===== src/rtl/ahb_pkg.sv =====
// rtl/ahb_pkg.sv - AHB-Lite encodings and loader state type
package ahb_pkg;

  localparam logic [1:0] HTRANS_IDLE   = 2'b00;
  localparam logic [1:0] HTRANS_NONSEQ = 2'b10;
  localparam logic [2:0] HSIZE_WORD    = 3'b010;
  localparam logic [2:0] HBURST_SINGLE = 3'b000;
  localparam logic [3:0] HPROT_DATA    = 4'b0011;

  typedef enum logic [2:0] {
    ST_IDLE,
    ST_FILL,
    ST_ADDR,
    ST_DATA,
    ST_DONE,
    ST_ERR
  } loader_state_t;

endpackage


===== src/rtl/byte_packer.sv =====
// rtl/byte_packer.sv - little-endian byte to word packer feeding the AHB write FSM
module byte_packer (
  input  logic        clk,
  input  logic        rst,
  input  logic        clear,
  input  logic        fill_en,
  input  logic        s_valid,
  input  logic [7:0]  s_data,
  input  logic        s_last,
  output logic        s_ready,
  output logic        word_valid,
  output logic [31:0] word,
  output logic        word_last,
  input  logic        word_taken
);

  logic [1:0]  idx_q;
  logic [31:0] buf_q;
  logic        last_q;
  logic        accept;

  assign s_ready    = fill_en;
  assign accept     = s_valid && fill_en;
  // Pulses on the accept that completes a word so the FSM leaves FILL on that same edge
  assign word_valid = accept && ((idx_q == 2'd3) || s_last);
  assign word       = buf_q;
  assign word_last  = last_q;

  always_ff @(posedge clk) begin
    if (rst || clear || word_taken) begin
      idx_q  <= 2'd0;
      buf_q  <= 32'd0;
      last_q <= 1'b0;
    end else if (accept) begin
      buf_q[{idx_q, 3'b000} +: 8] <= s_data;
      idx_q                       <= idx_q + 2'd1;
      last_q                      <= s_last;
    end
  end

endmodule


===== src/rtl/ahb_stream_loader.sv =====
// rtl/ahb_stream_loader.sv - byte stream to AHB-Lite single NONSEQ word write loader
module ahb_stream_loader #(
  parameter int                    ADDR_WIDTH = 32,
  parameter int                    DATA_WIDTH = 32,
  parameter logic [ADDR_WIDTH-1:0] BASE_ADDR  = 32'h0000_0000,
  parameter logic [ADDR_WIDTH-1:0] LAST_ADDR  = 32'h0000_FFFF
) (
  input  logic                  CLK,
  input  logic                  RST,
  input  logic                  start,
  input  logic                  s_valid,
  input  logic [7:0]            s_data,
  input  logic                  s_last,
  output logic                  s_ready,
  output logic [ADDR_WIDTH-1:0] haddr,
  output logic [DATA_WIDTH-1:0] hwdata,
  output logic                  hwrite,
  output logic [1:0]            htrans,
  output logic [2:0]            hsize,
  output logic [2:0]            hburst,
  output logic [3:0]            hprot,
  output logic                  hmastlock,
  input  logic                  hready,
  input  logic                  hresp,
  output logic                  busy,
  output logic                  done,
  output logic                  error,
  output logic [15:0]           word_count
);
  import ahb_pkg::*;

  loader_state_t         state_q, state_d;
  logic [ADDR_WIDTH-1:0] addr_q, addr_d, haddr_q, haddr_d;
  logic [DATA_WIDTH-1:0] hwdata_q, hwdata_d;
  logic [1:0]            htrans_q, htrans_d;
  logic                  hwrite_q, hwrite_d;
  logic [15:0]           count_q, count_d;
  logic                  done_q, done_d, error_q, error_d;
  logic                  clear, word_taken;
  logic                  pk_valid, pk_last;
  logic [31:0]           pk_word;
  logic [ADDR_WIDTH:0]   addr_end;
  logic                  addr_ovf;

  byte_packer u_packer (
    .clk        (CLK),
    .rst        (RST),
    .clear      (clear),
    .fill_en    (state_q == ST_FILL),
    .s_valid    (s_valid),
    .s_data     (s_data),
    .s_last     (s_last),
    .s_ready    (s_ready),
    .word_valid (pk_valid),
    .word       (pk_word),
    .word_last  (pk_last),
    .word_taken (word_taken)
  );

  // One extra bit so the last-byte check cannot itself wrap
  assign addr_end = {1'b0, addr_q} + (ADDR_WIDTH + 1)'(3);
  assign addr_ovf = addr_end > {1'b0, LAST_ADDR};

  always_comb begin
    state_d    = state_q;
    addr_d     = addr_q;
    haddr_d    = haddr_q;
    hwdata_d   = hwdata_q;
    htrans_d   = HTRANS_IDLE;
    hwrite_d   = 1'b0;
    count_d    = count_q;
    done_d     = done_q;
    error_d    = error_q;
    clear      = 1'b0;
    word_taken = 1'b0;
    case (state_q)
      ST_IDLE, ST_DONE, ST_ERR: begin
        if (start) begin
          state_d = ST_FILL;
          addr_d  = BASE_ADDR;
          count_d = 16'd0;
          done_d  = 1'b0;
          error_d = 1'b0;
          clear   = 1'b1;
        end
      end
      ST_FILL: begin
        if (pk_valid) begin
          state_d = ST_ADDR;
          // Address phase is registered, so it is launched on the edge that enters ADDR
          if (!addr_ovf) begin
            htrans_d = HTRANS_NONSEQ;
            hwrite_d = 1'b1;
            haddr_d  = addr_q;
          end
        end
      end
      ST_ADDR: begin
        if (addr_ovf) begin
          state_d = ST_ERR;
          error_d = 1'b1;
        end else if (hready) begin
          state_d  = ST_DATA;
          hwdata_d = pk_word;
        end else begin
          htrans_d = HTRANS_NONSEQ;
          hwrite_d = 1'b1;
        end
      end
      ST_DATA: begin
        if (hresp) begin
          state_d = ST_ERR;
          error_d = 1'b1;
        end else if (hready) begin
          word_taken = 1'b1;
          count_d    = count_q + 16'd1;
          addr_d     = addr_q + ADDR_WIDTH'(4);
          state_d    = pk_last ? ST_DONE : ST_FILL;
          done_d     = pk_last;
        end
      end
      default: state_d = ST_IDLE;
    endcase
  end

  always_ff @(posedge CLK) begin
    if (RST) begin
      state_q  <= ST_IDLE;
      addr_q   <= BASE_ADDR;
      haddr_q  <= '0;
      hwdata_q <= '0;
      htrans_q <= HTRANS_IDLE;
      hwrite_q <= 1'b0;
      count_q  <= 16'd0;
      done_q   <= 1'b0;
      error_q  <= 1'b0;
    end else begin
      state_q  <= state_d;
      addr_q   <= addr_d;
      haddr_q  <= haddr_d;
      hwdata_q <= hwdata_d;
      htrans_q <= htrans_d;
      hwrite_q <= hwrite_d;
      count_q  <= count_d;
      done_q   <= done_d;
      error_q  <= error_d;
    end
  end

  assign haddr      = haddr_q;
  assign hwdata     = hwdata_q;
  assign htrans     = htrans_q;
  assign hwrite     = hwrite_q;
  assign hsize      = HSIZE_WORD;
  assign hburst     = HBURST_SINGLE;
  assign hprot      = HPROT_DATA;
  assign hmastlock  = 1'b0;
  assign busy       = (state_q == ST_FILL) || (state_q == ST_ADDR) || (state_q == ST_DATA);
  assign done       = done_q;
  assign error      = error_q;
  assign word_count = count_q;

endmodule

===== config.mk =====
export PLATFORM = sky130hd
export DESIGN_NAME = ahb_stream_loader
export DESIGN_NICKNAME = d
export VERILOG_FILES = /design/src/rtl/ahb_pkg.sv /design/src/rtl/byte_packer.sv /design/src/rtl/ahb_stream_loader.sv
export SDC_FILE = /design/constraint.sdc
export NUM_CORES = 1
export LEC_CHECK = 0
export BUFFER_PORTS_ARGS = -buffer_cell sky130_fd_sc_hd__buf_2
export CORE_AREA = 2 2 120 122
export CTS_CLUSTER_DIAMETER = 50
export DETAILED_ROUTE_END_ITERATION = 10
export DIE_AREA = 0 0 122 124
export PLACE_DENSITY = 0.63
export SLEW_MARGIN = 20
export SYNTH_ARGS = -nofsm -noshare
export SYNTH_HDL_FRONTEND = slang
export SYNTH_SLANG_ARGS = --single-unit

===== constraint.sdc =====
create_clock -name CLK -period 4.07 [get_ports CLK]
set_input_delay 0.814 -clock CLK [delete_from_list [all_inputs] [get_ports CLK]]
set_output_delay 0.814 -clock CLK [all_outputs]
set_load 0.005 [all_outputs]

Word-level counts from Yosys, hierarchy flattened:

Index checks and enable logic that the tools add are counted.

* $add $sub $neg: 5
* bitwise operators: 1
* order comparisons: 1
* shifts and indexed selects: 2
* reductions and logical operators: 16
* muxes and demuxes: 39
* equality and inequality tests: 14

Operator list (count)
* $mux 32: 3
* $pmux 32 s2: 1
* $mux 16: 3
* $add 32x2->33 const B: 1
* $gt 33x16->1 const B: 1
* $add 32x3->32 const B: 1
* $bwmux 32: 1
* $pmux 16 s2: 1
* $shift 8x7->32 const A: 1
* $shiftx 8x7->32: 1
* $mux 3: 7
* $add 16x1->16 const B: 1
* $mux 1: 14
* $ne 2x2->1 const B: 6
* $pmux 3 s4: 1
* $reduce_and 4->1: 3
* $mux 2: 4
* $neg 5->7: 1
* $eq 3x2->1 const B: 2
* $eq 3x3->1 const B: 2
* $ne 3x3->1 const B: 2
* $reduce_and 3->1: 2
* $logic_or 1x1->1: 5
* $pmux 1 s2: 2
* other kinds (11): 12

* output and inout bits: 98
* register bits after elaboration: 155

Depth between registers and ports, before layout:

* depth after elaboration: 5
* gate-level depth with buffers: 7
* mapped depth without buffers: 6

Cells and area by module:

A second synthesis with hierarchy kept.

* cell total of the unflattened synthesis: 656
* area total of the unflattened synthesis: 6044.5 um^2

By module, submodules not included
* ahb_stream_loader: times used 1, cells an instance 551, area each 4765.8 um^2
* byte_packer: times used 1, cells an instance 105, area each 1278.7 um^2

Least setup slack after synthesis:

OpenSTA, ideal clock, no wires.

* path kind: input-to-reg
* from: input hresp
* to: register addr_q[24]
* stages on the path: 5
* slack: 1549 ps
* arrival time: 2450 ps
* cell sequence: and4bb_2 -> a32oi_1 -> or4_4 -> or4_1 -> a21oi_1

* word-level cells in the longest chain between the ends: 2

Ends and longest elaborated chain
* from (decl): RTL line ahb_stream_loader.sv:24 `input logic hresp,`
* $ne 2x2->1 (no source line)
* $reduce_and 4->1 (no source line)
* to (signal assigned): RTL line ahb_stream_loader.sv:139 `addr_q <= addr_d;`
* to (decl): RTL line ahb_stream_loader.sv:33 `logic [ADDR_WIDTH-1:0] addr_q, addr_d, haddr_q, haddr_d;`

Every way passes these cells.
A chain may end at the register's enable or synchronous reset.

Final worst setup path:

* from: register addr_q[7]
* to: register haddr_q[19] (netlist: haddr[19])

* word-level cells in the longest chain between the ends: 4

Ends and longest elaborated chain
* $add 32x2->33: RTL line ahb_stream_loader.sv:61 `assign addr_end = {1'b0, addr_q} + (ADDR_WIDTH + 1)'(3);`
* $gt 33x16->1: RTL line ahb_stream_loader.sv:62 `assign addr_ovf = addr_end > {1'b0, LAST_ADDR};`
* $not 1->1 (no source line)
* $reduce_and 3->1 (no source line)
* to (signal assigned): RTL line ahb_stream_loader.sv:140 `haddr_q <= haddr_d;`
* to (decl): RTL line ahb_stream_loader.sv:33

Every way passes these cells.

==> run_results.csv <==
group,metric,value,unit
power,power_density,451,nW/um^2
sta,period_share,64.1,%
die,die_height,124,um
sta,min_period,2610,ps
placed_design,dpl.hpwl,9960,um
flow_run,max-cap-violations,0,
synth,synthTopCellsByArea,"dfxtp_1 (49%), mux2i_1 (8.0%), nor2_1 (6.3%), xnor2_1 (4.0%), nand3_1 (3.6%)",
critical_path,critical_path_arrival,2960,ps
hold_path,hold_depth,1,
final_layout,fin_cells,953,
placed_design,port_buffers,98,
synth,synth.distinct_cells,53,
final_layout,layout_common_cells,"dfxtp_1 (149), nor2_1 (102), buf_2 (98), nand2_1 (51), mux2i_1 (49)",
die,die_x,122,um
critical_path,cp_max_fo,16,
power,power.total,0.00329,W
global_route,globalRouteOverflowTotal,0,
clock_network,ctsHoldBuffers,0,
clock_network,postCtsSetupRepairBufs,0,
synth,ys_ff_latch,149,
critical_path,rr_endpoint,"haddr[19]",
global_route,grt_max_degree,44,
critical_path,slowest_delay,750,ps
clock_network,clk_pin_slew,50,ps
synth,ys.flop_type,"dfxtp_1",
clock_network,cts.path.max_buffers,2,
critical_path,r2r-start,"addr_q[7]",
critical_path,crit_path_cell_trace,"nand4_2 > nor4_1 > a211oi_2 > nor2_1 > and2_1",
hold_path,hp-start,"haddr[18]",
status,status,"finished, final reports clean",
clock_network,cts_tree,"yes",
drt,drc,0,
clock_network,root_buffer,"clkbuf_16",
hold_path,worstHoldEndpoint,"haddr[18]",
sta,fin_ws,1460,ps
critical_path,reg2regPathDepth,5,
synth,syn_area_per_cell,9.04,um^2
final_layout,final_common_cell,"dfxtp_1",
placed_design,place_ws,1270,ps
drt,vias,5041,
sta,slew_headroom,43.5,%
placed_design,placed_cells_incl_taps,921,
global_route,grt_pass1_wl,23000,um
sta,setup_viol,0,
synth,synth_top_area_cell,"dfxtp_1",
critical_path,critPathKind,"register to register",
synth,seq_area_frac_synth,48.9,%
drt,postRouteAntennaNets,0,
die,dieArea,15100,um^2
critical_path,crit_buf_inv,0,
final_layout,final_util,53.2,%
synth,synth_area,6100,um^2
drt,detail_route.vias_per_cell,5.29,
die,start_util,44.5,%
synth,synth_edf_count,0,
sta,rsz0062_at_grt,"false",
final_layout,area_growth,19.7,%
synth,netlist.area_leader.share,48.9,%
final_layout,num-nets-final,782,
power,cellLeakagePower,2.73,nW
critical_path,cp_top_family,"simple AND/OR/NAND/NOR gates",
global_route,grt_pass1_vias,4713,
drt,drt_iter0_drc,300,
drt,wl,14100,um
drt,drt_first_pass_iters,5,
placed_design,place_congestion,0.853,
critical_path,crit_required,4420,ps
clock_network,clkLatencyLatePin,410,ps
sta,setup_tns,0,ps
synth,async_flop_share,0,%
hold_path,min_path_type,"register to register",
die,io-pin-count,113,
die,num_rows,43,
sta,skew,6.29,ps
critical_path,end_kind,"register",
synth,ys_warn_count,0,
critical_path,cp-start-kind,"register",
drt,wire_per_inst,14.8,um
final_layout,drive_gt1_share,19.0,%
clock_network,cts.sinks,149,
synth,syn_inst,675,
die,core_area,13700,um^2
global_route,grt_util_all_layers,19.3,%
critical_path,ff2ff_setup_slack,1460,ps
clock_network,h-tree-depth,4,
final_layout,n_antenna_cell,0,
power,ir_drop,0.000255,V
sta,fmax,383,MHz
sta,drv_slew,0,
sta,worst_pin_slew,845,ps
clock_network,cts_resized,0,
sta,hold_viol,0,
clock_network,numCtsBuffers,17,
critical_path,crit_slowest_cell,"nor4_1",
global_route,antenna_found_initial,0,
-- synth_stat cells, drive strengths merged (3+ instances only) --
master  instances
xor2            5
a211oi          3
nand4          12
xnor2          28
or3             5
o21ai           8
nand2          51
inv            13
nor2          102
mux2i          49
and3            4
a22oi           8
buf            23
nor3            8
nor4           22
ha              7
a21oi          40
nor4b           4
clkbuf         27
and2           21
or4             5
nand3          44
nand2b          4
a31oi           4
dfxtp         149
-- how the worst max path moves through the flow --
stage / from / to / slack, ps / cells after the start
floorplan: hresp / addr_q[24] / 1550 / 5
global placement: s_valid / haddr[5] / 1350 / 7
detailed placement: s_valid / haddr[4] / 1270 / 7
CTS: addr_q[7] / haddr[19] / 1440 / 5
global route: addr_q[5] / haddr[19] / 1160 / 5
finish: addr_q[7] / haddr[19] / 1460 / 5
-- cell type report --
| cell class | instances | area, um^2 |
|---|---|---|
| fill | 1281 | 6420 |
| clock inverter | 8 | 120 |
| tap | 180 | 225 |
| inverter | 13 | 48.8 |
| multi-input combinational | 475 | 2890 |
| sequential | 149 | 2980 |
| timing repair buffer | 104 | 536 |
| clock buffer | 24 | 502 |
-- report_power, final --
part | total, W | switching, W | internal, W
Combinational | 0.000198 | 0.000144 | 0.0000545
Sequential | 0.00148 | 0.0000114 | 0.00147
Clock | 0.00161 | 0.000570 | 0.00104
Total | 0.00329 | 0.000725 | 0.00257
-- metal layers --
layer	share of wire, %	wire [um]	up-vias	track usage (%)
li1	-	-	2487	-
met1	44	6280	2418	24.5
met2	49	6890	120	31.5
met3	5.1	716	16	5.17
met4	1.6	226	0	7.69
met5	0	0	-	0
-- flip-flops by register name, summed over array words and instances, names as in the netlist --
signal and flops:
done 1, haddr 30, u_packer.idx_q 2, hwdata 32, addr_q 30, word_count 16, error 1, hwrite 1
state_q 3, u_packer.word_last 1, u_packer.word 32
-- through the flow --
step | hold slack, ps | cell area, um^2
after floorplan | 432 | 6150
after global placement | 438 | 6680
after detailed placement | 438 | 6680
after CTS | 456 | 7300
after global routing | 472 | 7300
final | 451 | 7300
-- cells by family after synthesis --
group,synth area share (%)
AOI/OAI and AO/OA,8.10
and+or+nand+nor,23.7
adders and majority gates,1.44
other,0.123
buffers and inverters,4.92
muxes,8.04
xor gates and xnor gates,4.74
DFF,48.9
No activity file was read; power rests on OpenSTA's default activity.
